$ cat src/rtl/or4_arb_pkg.sv
`default_nettype none
// ============================================================================
// Module  : or4_arb_pkg
// Purpose : Shared constants for the or4_arbiter block: FSM state codes and
//           default requester count / datapath width.
// Rev     : 1.0  initial release
// ============================================================================
package or4_arb_pkg;

  // FSM state encoding (IDLE -> EXEC -> DONE -> IDLE)
  localparam logic [1:0] ST_IDLE = 2'd0;
  localparam logic [1:0] ST_EXEC = 2'd1;
  localparam logic [1:0] ST_DONE = 2'd2;

  // Default configuration
  localparam int DEF_N_REQ = 4;
  localparam int DEF_W     = 4;

endpackage : or4_arb_pkg
`default_nettype wire

$ cat src/rtl/or4.sv
`default_nettype none
// ============================================================================
// Module  : or4
// Purpose : Shared 4-bit bitwise OR unit, y = a | b.
// Rev     : 1.0  initial release
// ============================================================================
module or4 (
  input  logic [3:0] a,
  input  logic [3:0] b,
  output logic [3:0] y
);

  assign y = a | b;

endmodule : or4
`default_nettype wire

$ cat src/rtl/or4_arbiter.sv
`default_nettype none
// ============================================================================
// Module  : or4_arbiter
// Purpose : Round-robin arbiter giving N_REQ requesters turns on a single
//           shared or4 unit. Each operation takes three cycles
//           (IDLE -> EXEC -> DONE) and finishes with a one-cycle done pulse.
// Rev     : 1.0  initial release
// ============================================================================
module or4_arbiter
  import or4_arb_pkg::*;
#(
  parameter int N_REQ = DEF_N_REQ,  // 2..8
  parameter int W     = DEF_W       // must stay 4 to match the or4 unit
) (
  input  logic               clk,
  input  logic               rst_n,
  input  logic [N_REQ-1:0]   req,
  input  logic [N_REQ*W-1:0] a_in,
  input  logic [N_REQ*W-1:0] b_in,
  output logic [N_REQ-1:0]   gnt,
  output logic [N_REQ-1:0]   done,
  output logic [W-1:0]       y,
  output logic               busy
);

  localparam int              PTR_W    = (N_REQ > 1) ? $clog2(N_REQ) : 1;
  localparam logic [PTR_W-1:0] LAST_IDX = PTR_W'(N_REQ - 1);

  logic [1:0]       state_q, state_d;
  logic [PTR_W-1:0] ptr_q,   ptr_d;
  logic [N_REQ-1:0] gnt_q,   gnt_d;
  logic [N_REQ-1:0] done_q,  done_d;
  logic [W-1:0]     y_q,     y_d;
  logic [W-1:0]     op_a_q,  op_a_d;
  logic [W-1:0]     op_b_q,  op_b_d;

  logic             win_found;
  logic [PTR_W-1:0] win_idx;
  logic [PTR_W-1:0] cand_idx;
  int               cand_int;
  logic [W-1:0]     or_y;

  // The only OR logic in the block: operates on the latched operands so
  // input changes after the grant cannot disturb the operation in flight.
  or4 u_or4 (
    .a (op_a_q),
    .b (op_b_q),
    .y (or_y)
  );

  // Round-robin search: first pending request at or above ptr, wrapping.
  always_comb begin
    win_found = 1'b0;
    win_idx   = '0;
    cand_int  = 0;
    cand_idx  = '0;
    for (int k = 0; k < N_REQ; k++) begin
      cand_int = (int'(ptr_q) + k) % N_REQ;
      cand_idx = cand_int[PTR_W-1:0];
      if (!win_found && req[cand_idx]) begin
        win_found = 1'b1;
        win_idx   = cand_idx;
      end
    end
  end

  // Next-state and output-register logic of the three-state FSM.
  always_comb begin
    state_d = state_q;
    ptr_d   = ptr_q;
    gnt_d   = gnt_q;
    done_d  = done_q;
    y_d     = y_q;
    op_a_d  = op_a_q;
    op_b_d  = op_b_q;
    case (state_q)
      ST_IDLE: begin
        gnt_d  = '0;
        done_d = '0;
        if (win_found) begin
          state_d        = ST_EXEC;
          gnt_d[win_idx] = 1'b1;
          op_a_d         = a_in[win_idx*W +: W];
          op_b_d         = b_in[win_idx*W +: W];
          ptr_d          = (win_idx == LAST_IDX) ? '0 : win_idx + 1'b1;
        end
      end
      ST_EXEC: begin
        state_d = ST_DONE;
        done_d  = gnt_q;
        y_d     = or_y;
      end
      ST_DONE: begin
        state_d = ST_IDLE;
        gnt_d   = '0;
        done_d  = '0;
      end
      default: begin
        state_d = ST_IDLE;
        gnt_d   = '0;
        done_d  = '0;
      end
    endcase
  end

  // State registers; reset abandons any operation without a done pulse.
  always_ff @(posedge clk or negedge rst_n) begin
    if (!rst_n) begin
      state_q <= ST_IDLE;
      ptr_q   <= '0;
      gnt_q   <= '0;
      done_q  <= '0;
      y_q     <= '0;
      op_a_q  <= '0;
      op_b_q  <= '0;
    end else begin
      state_q <= state_d;
      ptr_q   <= ptr_d;
      gnt_q   <= gnt_d;
      done_q  <= done_d;
      y_q     <= y_d;
      op_a_q  <= op_a_d;
      op_b_q  <= op_b_d;
    end
  end

  assign gnt  = gnt_q;
  assign done = done_q;
  assign y    = y_q;
  assign busy = (state_q != ST_IDLE);

endmodule : or4_arbiter
`default_nettype wire

$ cat config.mk
export PLATFORM = sky130hd
export DESIGN_NAME = or4_arbiter
export DESIGN_NICKNAME = d
export VERILOG_FILES = /design/src/rtl/or4_arb_pkg.sv /design/src/rtl/or4.sv /design/src/rtl/or4_arbiter.sv
export SDC_FILE = /design/constraint.sdc
export NUM_CORES = 1
export LEC_CHECK = 0
export CAP_MARGIN = 30
export CORE_ASPECT_RATIO = 0.7
export CORE_MARGIN = 2
export CORE_UTILIZATION = 32
export DETAILED_ROUTE_END_ITERATION = 8
export PLACE_DENSITY = 0.7
export SYNTH_ARGS = -nofsm -noshare
export SYNTH_HDL_FRONTEND = slang
export SYNTH_SLANG_ARGS = --single-unit
$ cat constraint.sdc
create_clock -name clk -period 1.8 [get_ports clk]
set_input_delay 0.54 -clock clk [delete_from_list [all_inputs] [get_ports clk]]
set_output_delay 0.54 -clock clk [all_outputs]
set_load 0.05 [all_outputs]
==> results.ini <==
[min_path]
hold_path_class = flop to flop

[yosys]
yosysUniqueCellTypes = 24
synth_cells = 109
synth_top_area_share = 0.5016
synth_area_per_cell_um2 = 10.99
synth_top_area_cell = dfrtp_1
yosysSeqAreaShare = 0.5016
ys_ff_latch = 24
synth_area_mm2 = 0.001197
yosysWarnings = 0
yosys-top-cells-area = dfrtp_1 (50%), mux2i_1 (13%), o221ai_1 (6.6%), nand2_1 (5.0%), nor2_1 (3.8%)
syn-num-nets = 148

[clocking]
root_buffer = clkbuf_8
clkTransAtPathRegs_ns = 0.08
cts_tree = done
numCtsBuffers = 3
clock-sinks = 24
postCtsHoldBufs = 0
clkLatencyLatePin_ns = 0.26
htree_levels = 1
clock_path_buffers = 2

[outcome]
outcome = complete, no violations

[detailed_routing]
post_drt_wl_per_cell_um = 13.84
num_vias = 1036
ant_nets = 0
drtIter0Drc = 48
drtPass1Iterations = 4
drt_wl_total_um = 3032
routed_via_density = 4.731
drc = 0

[sta]
fin_crit_sh = 0.9481
max_freq_mhz = 586.0
setup_viol = 0
slew_violations = 0
setup_tns_ns = 0
tightest_slew_ns = 0.6384
rsz0062_at_grt = false
max-slew-margin-rel = 0.5735
fin_crit_ns = 1.707
skew_ns = 0.002653
hold_viol = 0

[global_routing]
grt_overflow = 0
grt_pass1_wl_um = 4685
antenna_found_initial = 0
grt_max_degree = 25
grtUsageTotal = 0.1459
grt_pass1_vias = 985

[final_layout]
final_common_cell = clkdlybuf4s50_1
layout_common_cells = clkdlybuf4s50_1 (33), dfrtp_1 (24), buf_4 (19)
drive_above_1_share = 0.2604
final_nets = 210
antenna_cells = 0
final_cells = 219
syn2layout_area_growth_pct = 62.17

[job]
cap_violations = 0

[floorplan]
row_count = 18
start_util = 0.3365
design.die.area_mm2 = 0.004255
ios = 51
die_w_um = 77.12
die_y_um = 55.18
design.core.area_mm2 = 0.003558

[power]
ir_drop_v = 0.0006727
p_leak_nw = 0.9097
finalPower_mw = 3.104
power_density_mw_per_mm2 = 1599

[worst_setup_path]
critPathCaptureType = flop
required_ns = 1.93
worstSetupStartpointType = input pin
cp_slowest_stage_delay_ns = 0.26
crit_chain = clkdlybuf4s15_1 -> nor2b_4 -> nor2_2 -> o221ai_4 -> clkbuf_16 -> mux2i_1 -> o221ai_1
crit_arrival_ns = 1.84
crit_path_top_delay_cell = o221ai_4
worst_path_dominant_cell_family = buffers and inverters
path_max_fanout = 8
crit_buf_inv = 2
critPathKind = input pin to flop

[place]
port_buffers = 50
dp.cells = 214
gp_congestion = 0.6980
hpwlAfterDp_um = 2347

==> cell type report <==
cell class	count	area (µm²)
tap	50	62.56
inverter	2	7.507
timing repair buffer	62	625.6
sequential	24	600.6
fill	317	1617
clock buffer	3	41.29
multi-input combinational	78	604.3
==> metrics by stage <==
| stage | util | setup slack, ns | area [µm²] | hold slack (ns) |
|---|---|---|---|---|
| finish | 0.5457 | 0.09340 | 1942 | 0.4983 |
| detailed placement | 0.5084 | -0.5407 | 1809 | 0.4764 |
| global route | 0.5457 | 0.01098 | 1942 | 0.5167 |
| global placement | 0.5084 | -0.3923 | 1809 | 0.4710 |
| CTS | 0.5366 | 0.05326 | 1909 | 0.4992 |
| floorplan | - | 0.06171 | 1197 | 0.2444 |
==> worst paths after layout <==
check                               start   endpoint  slack (ns)  cells after the start
worst min-delay path            op_b_q[2]  op_b_q[2]        0.50                      2
worst max register to register   ptr_q[0]  op_a_q[1]        0.19                      6
worst min register to register  op_b_q[2]  op_b_q[2]        0.50                      2
worst max-delay path               req[0]  op_a_q[1]        0.09                      7
max in group asynchronous           rst_n       y[0]        0.93                      2
min in group asynchronous           rst_n    done[3]        0.63                      2
==> sequential cells by signal, indices dropped and copies added (netlist names) <==
register,count
op_a_q,4
done,4
y,4
op_b_q,4
state_q,2
ptr_q,2
gnt,4
==> worst reg2reg max path, delay by kind of cell, from the launching register on <==
family / cells / cell delay (ns)
flip-flops: 1 / 0.46
multiplexers: 1 / 0.19
buffers and inverters: 1 / 0.23
AO/OA/AOI/OAI: 2 / 0.39
AND/OR/NAND/NOR: 2 / 0.22
==> report_power, final <==
group	total [mW]	switching (mW)	internal, mW
Sequential	0.934	0.163	0.771
Clock	0.302	0.153	0.149
Combinational	1.87	1.03	0.842
==> routing by layer <==
metal,global-route usage,vias to the layer above,share of wire
met1,0.1726,500,0.44
met5,0,-,0
met2,0.2734,26,0.51
met4,0.02381,0,0.0049
li1,-,508,-
met3,0.04708,2,0.043
==> logic make-up (layout without fill, tap and decap cells) <==
kind of cell / count (synthesis) / count (layout) / synth area share
compound gates: 22 / 22 / 0.1505
fa+ha+maj: 1 / 1 / 0.01045
buf+inv: 7 / 67 / 0.04806
flops: 24 / 24 / 0.5016
mux: 16 / 16 / 0.1337
simple gates: 39 / 39 / 0.1557
==> Yosys cell counts <==
library cell  number
inv_1              1
a31o_2             1
o211ai_1           1
o21ai_1            1
a21oi_1            4
dfrtp_1           24
nand2_1           16
clkbuf_1           2
a21boi_1           1
and2_1             4
a21o_1             2
nand2b_4           1
buf_6              2
inv_2              1
o221ai_1           9
o32a_4             1
buf_12             1
o21bai_1           2
mux2i_1           16
nor2b_1            3
nor2b_2            2
or2_1              1
nor2_1            12
ha_1               1
==> timing repair <==
item	in CTS	in global routing
setup buffers	0	1
resized for setup	13	8
setup endpoints to repair	10	5
pin swaps	3	3
gates cloned	1	0
Power figures use the tool's default switching activity.
